File: src/rtl/mant_div_if.sv
// rtl/mant_div_if.sv - operand/result handshake bundle for the 24-bit mantissa divider
interface mant_div_if;
  logic        in_valid;
  logic        in_ready;
  logic [23:0] a;
  logic [23:0] b;
  logic        out_valid;
  logic        out_ready;
  logic [23:0] q;
  logic [23:0] r;
  logic        dz;

  modport master (
    output in_valid, a, b, out_ready,
    input  in_ready, out_valid, q, r, dz
  );

  modport slave (
    input  in_valid, a, b, out_ready,
    output in_ready, out_valid, q, r, dz
  );
endinterface

File: src/rtl/mant_div.sv
// rtl/mant_div.sv - 24-bit radix-2 restoring divider, IDLE/BUSY/DONE handshake FSM
// Optional MANT_DIV_DZ_FAST_EN: divide-by-zero skips the iteration loop.
module mant_div (
  input logic       clk,
  input logic       rst_n,
  mant_div_if.slave bus
);

  typedef enum logic [1:0] {IDLE, BUSY, DONE} state_t;

  state_t      state;
  logic [4:0]  cnt;
  logic [23:0] rem;
  logic [23:0] dvd;
  logic [23:0] dvs;
  logic        in_ready_q;
  logic        out_valid_q;
  logic [23:0] q_q;
  logic [23:0] r_q;
  logic        dz_q;

  logic [24:0] pr;
  logic        ge;
  logic [23:0] rem_nxt;

  // When ge is set the difference is below dvs, so 24-bit wraparound keeps it exact.
  always_comb begin
    pr      = {rem, dvd[23]};
    ge      = (pr >= {1'b0, dvs});
    rem_nxt = ge ? (pr[23:0] - dvs) : pr[23:0];
  end

  always_ff @(posedge clk) begin
    if (!rst_n) begin
      state       <= IDLE;
      cnt         <= 5'd0;
      rem         <= 24'd0;
      dvd         <= 24'd0;
      dvs         <= 24'd0;
      in_ready_q  <= 1'b1;
      out_valid_q <= 1'b0;
      q_q         <= 24'd0;
      r_q         <= 24'd0;
      dz_q        <= 1'b0;
    end else begin
      case (state)
        IDLE: begin
          if (bus.in_valid) begin
            dvd        <= bus.a;
            dvs        <= bus.b;
            rem        <= 24'd0;
            cnt        <= 5'd0;
            in_ready_q <= 1'b0;
            state      <= BUSY;
          end
        end
        BUSY: begin
`ifdef MANT_DIV_DZ_FAST_EN
          if (dvs == 24'd0) begin
            state       <= DONE;
            out_valid_q <= 1'b1;
            q_q         <= 24'hFFFFFF;
            r_q         <= dvd;
            dz_q        <= 1'b1;
          end else begin
`else
          begin
`endif
            // Quotient bits shift into dvd from the bottom as dividend bits leave the top.
            rem <= rem_nxt;
            dvd <= {dvd[22:0], ge};
            cnt <= cnt + 5'd1;
            if (cnt == 5'd23) begin
              state       <= DONE;
              out_valid_q <= 1'b1;
              q_q         <= {dvd[22:0], ge};
              r_q         <= rem_nxt;
              dz_q        <= (dvs == 24'd0);
            end
          end
        end
        DONE: begin
          if (bus.out_ready) begin
            state       <= IDLE;
            out_valid_q <= 1'b0;
            in_ready_q  <= 1'b1;
          end
        end
        default: state <= IDLE;
      endcase
    end
  end

  assign bus.in_ready  = in_ready_q;
  assign bus.out_valid = out_valid_q;
  assign bus.q         = q_q;
  assign bus.r         = r_q;
  assign bus.dz        = dz_q;

endmodule

File: src/flat_wrapper.sv
// flat-port wrapper written by rule: the top's interface ports become plain ports
module mant_div_flat 
  (clk, rst_n, bus_in_valid, bus_a, bus_b, bus_out_ready, bus_in_ready, bus_out_valid, bus_q, bus_r, bus_dz);
  mant_div_if bus_i ();
  input logic clk;
  input logic rst_n;
  input wire logic [$bits(bus_i.in_valid)-1:0] bus_in_valid;
  input wire logic [$bits(bus_i.a)-1:0] bus_a;
  input wire logic [$bits(bus_i.b)-1:0] bus_b;
  input wire logic [$bits(bus_i.out_ready)-1:0] bus_out_ready;
  output wire logic [$bits(bus_i.in_ready)-1:0] bus_in_ready;
  output wire logic [$bits(bus_i.out_valid)-1:0] bus_out_valid;
  output wire logic [$bits(bus_i.q)-1:0] bus_q;
  output wire logic [$bits(bus_i.r)-1:0] bus_r;
  output wire logic [$bits(bus_i.dz)-1:0] bus_dz;
  assign bus_i.in_valid = bus_in_valid;
  assign bus_i.a = bus_a;
  assign bus_i.b = bus_b;
  assign bus_i.out_ready = bus_out_ready;
  assign bus_in_ready = bus_i.in_ready;
  assign bus_out_valid = bus_i.out_valid;
  assign bus_q = bus_i.q;
  assign bus_r = bus_i.r;
  assign bus_dz = bus_i.dz;
  mant_div u_core (.clk(clk), .rst_n(rst_n), .bus(bus_i));
endmodule
File: config.mk
export PLATFORM = sky130hd
export DESIGN_NAME = mant_div_flat
export DESIGN_NICKNAME = d
export VERILOG_FILES = /design/src/rtl/mant_div_if.sv /design/src/rtl/mant_div.sv /design/src/flat_wrapper.sv
export SDC_FILE = /design/constraint.sdc
export NUM_CORES = 1
export LEC_CHECK = 0
export ABC_AREA = 1
export BUFFER_PORTS_ARGS = -buffer_cell sky130_fd_sc_hd__buf_2
export CORE_ASPECT_RATIO = 0.75
export CORE_MARGIN = 5
export CORE_UTILIZATION = 50
export CTS_BUF_LIST = sky130_fd_sc_hd__clkbuf_8
export CTS_CLUSTER_DIAMETER = 200
export DETAILED_ROUTE_END_ITERATION = 10
export PLACE_DENSITY = 0.79
export SKIP_LAST_GASP = 1
export SLEW_MARGIN = 20
export SYNTH_ARGS = -nofsm -noshare
export SYNTH_HDL_FRONTEND = slang
export SYNTH_SLANG_ARGS = --single-unit
File: constraint.sdc
create_clock -name clk -period 2.55 [get_ports clk]
set_input_delay 0 -clock clk [delete_from_list [all_inputs] [get_ports clk]]
set_output_delay 0 -clock clk [all_outputs]
set_load 0.005 [all_outputs]
After elaboration in Yosys (flattened, before gate mapping)

Index checks and enable logic that the tools add are counted.

Bits in registers: 130
Output and inout bits: 51
Logic and storage cells: 47

$add $sub $neg: 2
Order comparisons: 1
Equality and inequality tests: 6
Mux-type cells: 17
Reduce and logical (&&, ||, !) cells: 11

Operators by type and width:

| cell                                                  | count |
|---|---|
| one-hot mux 24 bit (2 select lines)                   | 2 |
| 2-to-1 mux 24 bit                                     | 3 |
| >= comparator 25 x 24 -> 1 bit                        | 1 |
| zero test 24 bit                                      | 1 |
| subtractor 24 bit                                     | 1 |
| one-hot mux 5 bit (2 select lines)                    | 1 |
| AND reduction 3 bit                                   | 3 |
| 2-to-1 mux 2 bit                                      | 3 |
| one-hot mux 2 bit (3 select lines)                    | 1 |
| AND reduction 2 bit                                   | 3 |
| nonzero test 2 bit                                    | 3 |
| adder 5 x 1 -> 5 bit, second input constant           | 1 |
| equality test 5 bit, second input constant            | 1 |
| 2-to-1 mux 5 bit                                      | 1 |
| 2-to-1 mux 1 bit                                      | 4 |
| inequality test 2 bit, second input constant          | 2 |
| one-hot mux 1 bit (2 select lines)                    | 2 |
| equality test 2 x 1 -> 1 bit, second input constant   | 1 |
| equality test 2 bit, second input constant            | 1 |
| zero test 2 bit                                       | 1 |
| inequality test 2 x 1 -> 1 bit, second input constant | 1 |

Depth between registers and ports, before layout

Gate-level depths: netlist of run 1.

Word-level depth: 3
Mapped depth: 16
Gate-level depth less buffers: 16

Least setup slack after synthesis of run 1

No wires, ideal clock.

Path type: flip-flop to flip-flop
From: register u_core.dvs[16]
To: register u_core.rem[5]
Library setup time: 0.138 ns
Arrival time: 1.807 ns
Setup slack: 0.605 ns
Stages on the path, launching flop included: 16
Period minus slack after synthesis: 1.945 ns
Cells stage by stage: dfxtp_1 inv_1 ha_1 nand2_1 inv_2 nand2_1 nand2_1 inv_1 nand2_2 a21oi_4 nand3_4 buf_12 nand2_2 nand2_1 nand2_1 a21oi_2

Word-level cells in the longest chain between the ends: 3

RTL lines:

| what                                | line           | text |
|---|---|---|
| start, declared                     | mant_div.sv:15 | `logic [23:0] dvs;` |
| start signal, assigned              | mant_div.sv:50 | `dvs <= bus.b;` |
| >= comparator 25 x 24 -> 1 bit      | mant_div.sv:29 | `ge = (pr >= {1'b0, dvs});` |
| 2-to-1 mux 24 bit                   | mant_div.sv:30 | `rem_nxt = ge ? (pr[23:0] - dvs) : pr[23:0];` |
| one-hot mux 24 bit (2 select lines) | mant_div.sv:46 | `case (state)` |
| end signal, assigned                | mant_div.sv:70 | `rem <= rem_nxt;` |
| end, declared                       | mant_div.sv:13 | `logic [23:0] rem;` |

No other way between the ends.
A chain may end at the register's enable or synchronous reset.

Worst setup path in the final report of run 1

From: register u_core.dvd[23]
To: register u_core.rem[16]

Word-level cells in the longest chain between the ends: 3
Elaborated cells on any way between the ends: 4

RTL lines:

| what                                                                | line                           | text |
|---|---|---|
| start, declared                                                     | mant_div.sv:14                 | `logic [23:0] dvd;` |
| start signal, assigned                                              | mant_div.sv:49                 | `dvd <= bus.a;` |
| start signal, assigned                                              | mant_div.sv:71                 | `dvd <= {dvd[22:0], ge};` |
| subtractor 24 bit or >= comparator 25 x 24 -> 1 bit (tied branches) | mant_div.sv:30, mant_div.sv:29 |  |
| 2-to-1 mux 24 bit (*)                                               | mant_div.sv:30                 |  |
| one-hot mux 24 bit (2 select lines) (*)                             | mant_div.sv:46                 |  |

Every way passes the cells marked *; elsewhere a longest branch is shown, timed or not.

==> impl_metrics.yaml, run 1 <==
placed_design:
  dpl.cell_count: 1292
  place_ws_ns: 0.2085
  port_buffers: 102
  gp_congestion: 0.9554
  hpwl_um: 14540
floorplanning:
  start_util: 0.5094
  placeableCoreArea_mm2: 0.01370
  pin_count: 103
  fp.dieH_um: 112.3
  fp.dieArea_mm2: 0.01645
  rows: 37
  fp.dieW_um: 146.4
synth:
  ys_seq_elements: 130
  synth_nets: 1118
  yosysSeqAreaShare: 0.3728
  ys_warn_count: 0
  synthDistinctLibCells: 37
  syn_area_mm2: 0.006980
  avgSynthCellArea_um2: 6.712
  synth_cells: 1040
global_routing:
  antenna_found_initial: 0
  grt_pass1_vias: 6838
  grtUsageTotal: 0.2526
  grt_pass1_wl_um: 34200
  grt_max_degree: 55
  grt_overflow_total: 0
power_and_ir_drop:
  p_int_uw: 3675
  leakage_uw: 0.004220
  power_switching_uw: 2174
  powerDensity_mw_per_mm2: 682.8
  switching_share: 0.3716
  combPwrFrac: 0.324
  p_seq_frac: 0.376
  pwr-share-clk: 0.300
  peakVddDrop_mv: 0.4210
cts:
  cts.htree.levels: 4
  postCtsSetupBuffers: 0
  cts_made_buffers: 17
  cts_sinks: 130
  worstSkewPairLatency_ns: 0.46
  clk_pin_slew_worst_paths_ns: 0.08
  cts_tree: "yes"
  clock_path_buffers: 2
  cts-root-buf: "clkbuf_8"
critical_path:
  path_cells: "inv_1 > ha_1 > inv_1 > fa_1 > nand3_1 > nand3_2 > nand2_1 > nand3_1 > nand2_1 > nand2_1 > nand2_1 > nand2_1 > nand2_2 > nand2_1 > nand2_1 > a21oi_1"
  required_ns: 2.86
  endpoint_kind: "flop"
  path_class: "flop to flop"
  cp-start-kind: "flop"
  cp.arrival_ns: 2.67
  path_delay_family: "simple AND/OR/NAND/NOR gates"
  slowest_stage: "fa_1"
  crit_buf_inv: 2
  critPathMaxFanout: 4
  cpPeakStageDelay_ns: 0.45
  cpMostUsedCell: "nand2_1"
sta:
  tns_ns: 0
  skew_ns: 0.009844
  fmax_mhz: 423.9
  slew_viol_final: 0
  rsz0062_at_grt: "no"
  worstMarginPinSlew_ns: 0.6856
  period_minus_slack_ns: 2.359
  max_slew_margin: 0.5418
  finalSetupViolCount: 0
  setup_slack_ns: 0.1909
  period_share: 0.9251
  hold_violations: 0
  hold_ws_ns: 0.06157
route:
  wire_per_inst_um: 14.92
  firstDrtPassIters: 7
  vias_per_cell: 5.339
  remaining_drc_errors: 0
  num_vias: 7325
  wl_um: 20470
  drt_iter0_drc: 849
  ant_nets: 0
layout:
  multi_input_area_mm2: 0.003695
  drive_gt1_frac: 0.1646
  n_antenna_cell: 0
  areaGrowthSynthToFinish_pct: 22.71
  regArea_mm2: 0.002603
  fin_cells: 1372
  fillerInstances: 1268
  layout.nets: 1263
min_path:
  hold_path_class: "primary input to flop"
status:
  outcome: "finished, final reports clean"
job:
  drv_cap: 0
==> path summary, 6_finish.rpt <==
path / startpoint / endpoint / slack (ns) / cells past startpoint
max: u_core.dvd[23] / u_core.rem[16] / 0.19 / 16
min: rst_n / u_core.bus.r[13] / 0.06 / 3
max reg2reg: u_core.dvd[23] / u_core.rem[16] / 0.19 / 16
min reg2reg: u_core.bus.in_ready / u_core.bus.in_ready / 0.45 / 2
==> worst min-delay path: stages <==
cell and delay (ns):
buf_2 0.27, o21ai_0 0.14, a31oi_1 0.05
==> synth_stat cells (all sizes together) <==
master	number	area (um^2)
clkbuf	30	112.6
nand4	37	246.5
o21a	1	7.510
and2	2	16.27
nand3b	4	30.03
nor2	35	148.9
buf	18	107.6
a31oi	38	237.7
fa	1	20.02
xor2	9	78.83
dfxtp	130	2603
inv	126	473.0
nor3	3	26.28
o221ai	3	26.28
a21oi	74	407.9
nand2	378	1459
ha	25	312.8
nand3	67	365.4
o21ai	52	260.3
clkinv	2	7.510
xnor2	1	8.760
nor4	4	25.02
==> routing by layer <==
metal | wire, um | part of all wire | up-vias | GRT usage
met5 | 0 | 0 | - | 0
met4 | 478 | 0.023 | 0 | 0.07895
met2 | 8277 | 0.40 | 287 | 0.3625
li1 | - | - | 3667 | -
met3 | 1677 | 0.082 | 40 | 0.05811
met1 | 10040 | 0.49 | 3331 | 0.3745
==> what timing repair did <==
action | CTS | global route
endpoints found under the setup margin | 0 | 2
hold buffers | 49 | 0
gates resized for setup | 0 | 1
hold endpoints to repair | 51 | 0
==> cell families (layout without fill, tap and decap cells) <==
family	Yosys count	after routing	share of synthesized area
simple gates	530	530	0.3320
buf+inv	176	333	0.1004
compound gates	168	168	0.1346
flops	130	130	0.3728
fa+ha+maj	26	26	0.04768
xor+xnor	10	10	0.01255
==> cell usage in the layout (no fill, tap or decap), types with 3 or more instances in the layout <==
cell,netlist,routed
ha_1,25,25
nor2_1,30,29
inv_6,0,3
nor2_4,1,3
clkbuf_8,0,18
inv_1,123,123
buf_2,7,102
a21oi_2,7,7
dlygate4sd3_1,0,49
nand3_1,64,63
nand2_1,362,362
nand3b_1,4,4
clkinv_2,0,5
a31oi_1,38,38
inv_2,3,3
buf_4,2,22
o21ai_0,52,52
nor2_2,4,3
xor2_1,9,9
nand4_1,36,36
o221ai_1,3,3
dfxtp_1,130,130
nor4_1,4,4
nand2_2,16,16
a21oi_1,66,66
==> flip-flops by register name, indices dropped and copies added, names as in the netlist <==
| register | count |
|---|---|
| u_core.bus.dz | 1 |
| u_core.bus.r | 24 |
| u_core.state | 2 |
| u_core.dvd | 24 |
| u_core.rem | 24 |
| u_core.bus.in_ready | 1 |
| u_core.bus.q | 24 |
| u_core.cnt | 5 |
| u_core.dvs | 24 |
| u_core.bus.out_valid | 1 |
==> stage by stage <==
stage / utilization / power [uW] / instance area [um^2]
global placement: 0.5610 / 4028 / 7687
floorplan: - / 3590 / 6980
finish: 0.6251 / 5849 / 8566
CTS: 0.6247 / 5834 / 8561
global route: 0.6251 / 6221 / 8566
detailed placement: 0.5610 / 4041 / 7687
==> power groups by stage <==
stage | combinational [uW] | sequential [uW] | clock [uW]
floorplan | 1370 | 2220 | 0
global placement | 1790 | 2240 | 0
detailed placement | 1800 | 2240 | 0
CTS | 1870 | 2200 | 1770
global route | 2140 | 2210 | 1870
finish | 1900 | 2200 | 1750
==> cell type report <==
type / count / share of cell area
multi-input combinational: 734 / 0.4313
sequential: 130 / 0.3038
timing repair buffer: 174 / 0.1385
inverter: 128 / 0.05609
clock buffer: 18 / 0.02892
tap: 175 / 0.02556
clock inverter: 13 / 0.01578
No activity file was read; power rests on OpenSTA's default activity.
==> run 2, diff against run 1 <==
--- a/config.mk
+++ b/config.mk
@@ -6,14 +6,14 @@
 export NUM_CORES = 1
 export LEC_CHECK = 0
 export ABC_AREA = 1
-export BUFFER_PORTS_ARGS = -buffer_cell sky130_fd_sc_hd__buf_2
+export BUFFER_PORTS_ARGS = -buffer_cell sky130_fd_sc_hd__clkbuf_2
 export CORE_ASPECT_RATIO = 0.75
 export CORE_MARGIN = 5
-export CORE_UTILIZATION = 50
+export CORE_UTILIZATION = 26
 export CTS_BUF_LIST = sky130_fd_sc_hd__clkbuf_8
 export CTS_CLUSTER_DIAMETER = 200
 export DETAILED_ROUTE_END_ITERATION = 10
-export PLACE_DENSITY = 0.79
+export PLACE_DENSITY = 0.51
 export SKIP_LAST_GASP = 1
 export SLEW_MARGIN = 20
 export SYNTH_ARGS = -nofsm -noshare
==> run 2 against run 1 <==
  * Count of clock-buffer cells in the layout is 1 higher
  * Final area up 3.5%
  * Worst hold slack better by 0.099 ns
  * Non-clock buffer count unchanged
  * Clock skew rose by 0.0071 ns
  * Die area is 84% higher
  * Register-to-register slack worse by 0.06 ns
  * Sequential cell count stayed put
  * Critical path depth down 3
  * Largest cell class unchanged
==> impl_metrics.yaml, run 2 (synthesis gave the netlist of run 1 again) <==
floorplanning:
  fp.dieH_um: 151.9
  fp.dieW_um: 199.2
  pin_count: 103
  placeableCoreArea_mm2: 0.02674
  rows: 52
  fp.dieArea_mm2: 0.03026
  start_util: 0.2610
sta:
  fmax_mhz: 412.6
  period_share: 0.9505
  skew_ns: 0.01697
  period_minus_slack_ns: 2.424
  finalSetupViolCount: 0
  rsz0062_at_grt: "yes"
  hold_violations: 0
  worstMarginPinSlew_ns: 0.8051
  setup_slack_ns: 0.1263
  max_slew_margin: 0.4620
  slew_viol_final: 0
route:
  wire_per_inst_um: 15.42
  num_vias: 7171
  vias_per_cell: 4.623
  ant_nets: 0
  wl_um: 23920
  remaining_drc_errors: 0
  firstDrtPassIters: 5
  drt_iter0_drc: 558
critical_path:
  cp.arrival_ns: 2.81
  required_ns: 2.94
  critPathLaunch: "u_core.rem[5]"
  cp-start-kind: "flop"
  path_class: "flop to flop"
  r2r_slack_ns: 0.13
  endpoint: "u_core.rem[6]"
  endpoint_kind: "flop"
  worstReg2RegEnd: "u_core.rem[6]"
  critPathMaxFanout: 24
  r2r.worst_path.cells: 13
  r2r_start: "u_core.rem[5]"
layout:
  drive_gt1_frac: 0.1660
  regArea_mm2: 0.002603
  layout.nets: 1264
  multi_input_area_mm2: 0.003719
  areaGrowthSynthToFinish_pct: 26.99
  fillerInstances: 2887
  final_common_cell: "nand2_1"
  utilization: 0.3315
  most-common-layout-cells: "nand2_1, dfxtp_1, inv_1, clkbuf_2, a21oi_1"
  design_area_mm2: 0.008865
cts:
  postCtsSetupBuffers: 0
  cts-root-buf: "clkbuf_8"
  cts_tree: "yes"
  cts_sinks: 130
  cts.htree.levels: 4
  clock_path_buffers: 2
  cts_made_buffers: 17
  worstSkewPairLatency_ns: 0.45
  clk_pin_slew_worst_paths_ns: 0.09
placed_design:
  placed_cell_area_mm2: 0.007888
  hpwl_um: 17650
  place_ws_ns: 0.07518
  port_buffers: 102
  gp_congestion: 0.9207
job:
  drv_cap: 0
power_and_ir_drop:
  powerDensity_mw_per_mm2: 694.5
  peakVddDrop_mv: 0.2976
  leakage_uw: 0.004223
global_routing:
  grt_pass1_wl_um: 37880
  grt_overflow_total: 0
  grtUsageTotal: 0.1574
  grt_pass1_vias: 6811
  antenna_found_initial: 0
  grt_max_degree: 55
status:
  outcome: "finished, final reports clean"
min_path:
  hold_path_class: "primary input to flop"
-- run 2: how the worst min path moves through the flow --
stage | start | endpoint | slack, ns | cells after the start
after floorplan | bus_a[10] | u_core.dvd[10] | 0.17 | 2
after global placement | bus_a[6] | u_core.dvd[6] | 0.27 | 3
after detailed placement | bus_a[7] | u_core.dvd[7] | 0.27 | 3
after CTS | bus_in_valid | u_core.cnt[2] | 0.16 | 6
after global routing | bus_in_valid | u_core.rem[1] | 0.17 | 6
final | bus_in_valid | u_core.cnt[4] | 0.16 | 6
-- run 2: timing repair --
item | in CTS | in global routing
endpoints found under the setup margin | 0 | 17
hold endpoints to repair | 59 | 0
hold buffers | 50 | 0
resized for setup | 0 | 4
-- run 2: critical path, stage by stage, from the launching register on --
cell and delay (ns):
dfxtp_1 0.44, ha_1 0.34, nand2_1 0.10, nand2_1 0.12, nand2_1 0.08, nand2_1 0.07, inv_1 0.08, nand3_2 0.15
nand3_4 0.13, buf_4 0.31, nand4_1 0.23, nand2_1 0.12, nand2_1 0.06, a21oi_2 0.12
-- run 2: layout make-up --
type                    instances  share of cell area
multi-input cells             735              0.4195
flip-flops and latches        130              0.2936
repair buffers                174              0.1327
inverters                     128             0.05420
well taps                     351             0.04954
clock buffers                  19             0.02950
clock inverters                13             0.02075
diodes                          1           0.0002823
-- run 2: metal layers --
layer	part of all wire	wire length, um	track usage	up-vias
met5	0	0	0	-
met4	0.0085	204	0.02897	0
met3	0.055	1327	0.03941	24
met2	0.39	9448	0.2167	179
met1	0.54	12940	0.2468	3294
li1	-	-	-	3674
-- run 2: power by group --
| part | switching [uW] | internal, uW | leakage [uW] |
|---|---|---|---|
| Clock | 881 | 1120 | 0.000223 |
| Combinational | 1320 | 630 | 0.00294 |
| Sequential | 80.3 | 2130 | 0.00106 |
| Total | 2280 | 3880 | 0.00422 |
-- run 2: metrics by stage --
stage / instances / TNS (ns) / hold slack (ns) / power [uW]
5_1_grt: 1550 / -0.03970 / 0.1654 / 6548
2_1_floorplan: 1040 / 0 / 0.1701 / 3590
3_3_place_gp: 1467 / 0 / 0.2685 / 4084
3_5_place_dp: 1467 / 0 / 0.2704 / 4082
6_report: 1551 / 0 / 0.1610 / 6157
4_1_cts: 1549 / 0 / 0.1575 / 6167
==> run 3, diff against run 2 <==
--- a/config.mk
+++ b/config.mk
@@ -7,7 +7,7 @@
 export LEC_CHECK = 0
 export ABC_AREA = 1
 export BUFFER_PORTS_ARGS = -buffer_cell sky130_fd_sc_hd__clkbuf_2
-export CORE_ASPECT_RATIO = 0.75
+export CORE_ASPECT_RATIO = 0.8
 export CORE_MARGIN = 5
 export CORE_UTILIZATION = 26
 export CTS_BUF_LIST = sky130_fd_sc_hd__clkbuf_8
==> run 3 against run 2 <==
  * Global-route usage about the same
  * Worst hold slack worse by 0.028 ns
  * Clock skew fell by 0.00088 ns
  * Sequential power barely moved
  * First-iteration DRC count shrank 13%
  * Sequential share of layout area up 0.20 points
  * Register-to-register slack better by 0.06 ns
  * Final area decreased by 0.68%
  * Critical endpoint is now u_core.rem[12]
  * Sequential cell count did not move
  * Combinational power barely moved
==> impl_metrics.yaml, run 3 (synthesis gave the netlist of run 1 again) <==
placed_design:
  port_buffers: 102
  gp_congestion: 0.9252
  dpl.cell_count: 1470
  hpwl_um: 17800
global_routing:
  grt_pass1_vias: 6835
  grtUsageTotal: 0.1579
  grt_overflow_total: 0
  grt_pass1_wl_um: 37540
  grt_max_degree: 55
  antenna_found_initial: 0
floorplanning:
  start_util: 0.2645
  placeableCoreArea_mm2: 0.02639
  fp.dieArea_mm2: 0.03025
  fp.dieW_um: 193.2
  fp.dieH_um: 156.6
  pin_count: 103
  rows: 53
cts:
  cts.htree.levels: 4
  cts_sinks: 130
  clock_path_buffers: 2
  cts-root-buf: "clkbuf_8"
  cts_made_buffers: 17
  postCtsSetupBuffers: 0
  worstSkewPairLatency_ns: 0.46
  cts_tree: "yes"
  clk_pin_slew_worst_paths_ns: 0.09
sta:
  rsz0062_at_grt: "no"
  finalSetupViolCount: 0
  slew_viol_final: 0
  period_minus_slack_ns: 2.362
  fmax_mhz: 423.4
  hold_ws_ns: 0.1332
  period_share: 0.9261
  hold_violations: 0
  tns_ns: 0
  skew_ns: 0.01610
  worstMarginPinSlew_ns: 0.7523
  max_slew_margin: 0.4973
status:
  outcome: "finished, final reports clean"
critical_path:
  cpPeakStageDelay_ns: 0.43
  critPathLaunch: "u_core.dvd[23]"
  cp-start-kind: "flop"
  path_delay_family: "simple AND/OR/NAND/NOR gates"
  path_cells: "inv_1 > ha_1 > inv_1 > fa_1 > nand3_1 > nand3_1 > nand2_1 > nand3_1 > nand2_1 > nand2_1 > nand2_1 > nand2_1 > nand2_2 > nand2_1 > nand2_1 > a21oi_1"
  cpMostUsedCell: "nand2_1"
  critPathMaxFanout: 4
  cp.arrival_ns: 2.68
  crit_buf_inv: 2
  r2r_start: "u_core.dvd[23]"
  slowest_stage: "fa_1"
  required_ns: 2.87
  path_class: "flop to flop"
  endpoint_kind: "flop"
min_path:
  hp-start: "bus_in_valid"
  hold_path_class: "primary input to flop"
layout:
  utilization: 0.3336
  regArea_mm2: 0.002603
  multi_input_area_mm2: 0.003692
  fin_cells: 1552
  n_antenna_cell: 0
  final_common_cell: "nand2_1"
  areaGrowthSynthToFinish_pct: 26.13
  layout.nets: 1260
  drive_gt1_frac: 0.1623
  most-common-layout-cells: "nand2_1, dfxtp_1, inv_1, clkbuf_2, a21oi_1"
  fillerInstances: 2954
route:
  wire_per_inst_um: 15.24
  vias_per_cell: 4.597
  firstDrtPassIters: 5
  num_vias: 7134
  drt_iter0_drc: 483
  wl_um: 23650
  remaining_drc_errors: 0
  ant_nets: 0
power_and_ir_drop:
  powerDensity_mw_per_mm2: 684.6
  peakVddDrop_mv: 0.2730
  p_total_uw: 6028
  leakage_uw: 0.004174
job:
  drv_cap: 0
## run 3: changes by cell type in the layout (fill, tap and decap cells not counted), moves of 2 or more
cell / before / now
buf_12: 0 / 2
buf_4: 22 / 16
inv_6: 1 / 4
clkinv_4: 3 / 1
bufinv_16: 4 / 2
## run 3: worst min-delay path: cells and delay by family
family	cells	cell delay, ns
simple gates	3	0.29
buf+inv	2	0.20
compound gates	1	0.05
## run 3: what timing repair did
item	4_1_cts	5_1_grt
hold endpoints to repair	54	0
hold buffers	50	0
gates resized for setup	0	2
setup endpoints to repair	0	5
## run 3: layer usage
| layer | part of all wire | track usage | wire length [um] |
|---|---|---|---|
| met1 | 0.54 | 0.2493 | 12670 |
| met2 | 0.40 | 0.2218 | 9548 |
| met3 | 0.045 | 0.02141 | 1067 |
| met4 | 0.015 | 0.04280 | 356 |
| met5 | 0 | 0 | 0 |
## run 3: worst paths after layout
check,end,slack (ns),cells after the start
setup / recovery,u_core.rem[12],0.19,16
setup reg to reg,u_core.rem[12],0.19,16
hold reg to reg,u_core.bus.q[2],0.46,2
hold / removal,u_core.cnt[2],0.13,6
## run 3: power by group
| group | internal (uW) | switching (uW) | total (uW) |
|---|---|---|---|
| Clock | 909 | 951 | 1860 |
| Sequential | 2130 | 88.1 | 2220 |
| Combinational | 659 | 1290 | 1950 |
| Total | 3700 | 2330 | 6030 |
## run 3: final cells by class
| class | instances | share of cell area |
|---|---|---|
| clock inverters | 14 | 0.01734 |
| flip-flops and latches | 130 | 0.2956 |
| multi-input cells | 734 | 0.4194 |
| clock buffers | 18 | 0.02814 |
| well taps | 357 | 0.05073 |
| inverters | 128 | 0.05457 |
| repair buffers | 171 | 0.1343 |
## run 3: per-stage QoR
stage	instance area, um^2	worst slack (ns)
after floorplan	6980	0.6055
after global placement	7898	0.2351
after detailed placement	7898	0.2010
after CTS	8798	0.1934
after global routing	8805	0.01257
final	8805	0.1884
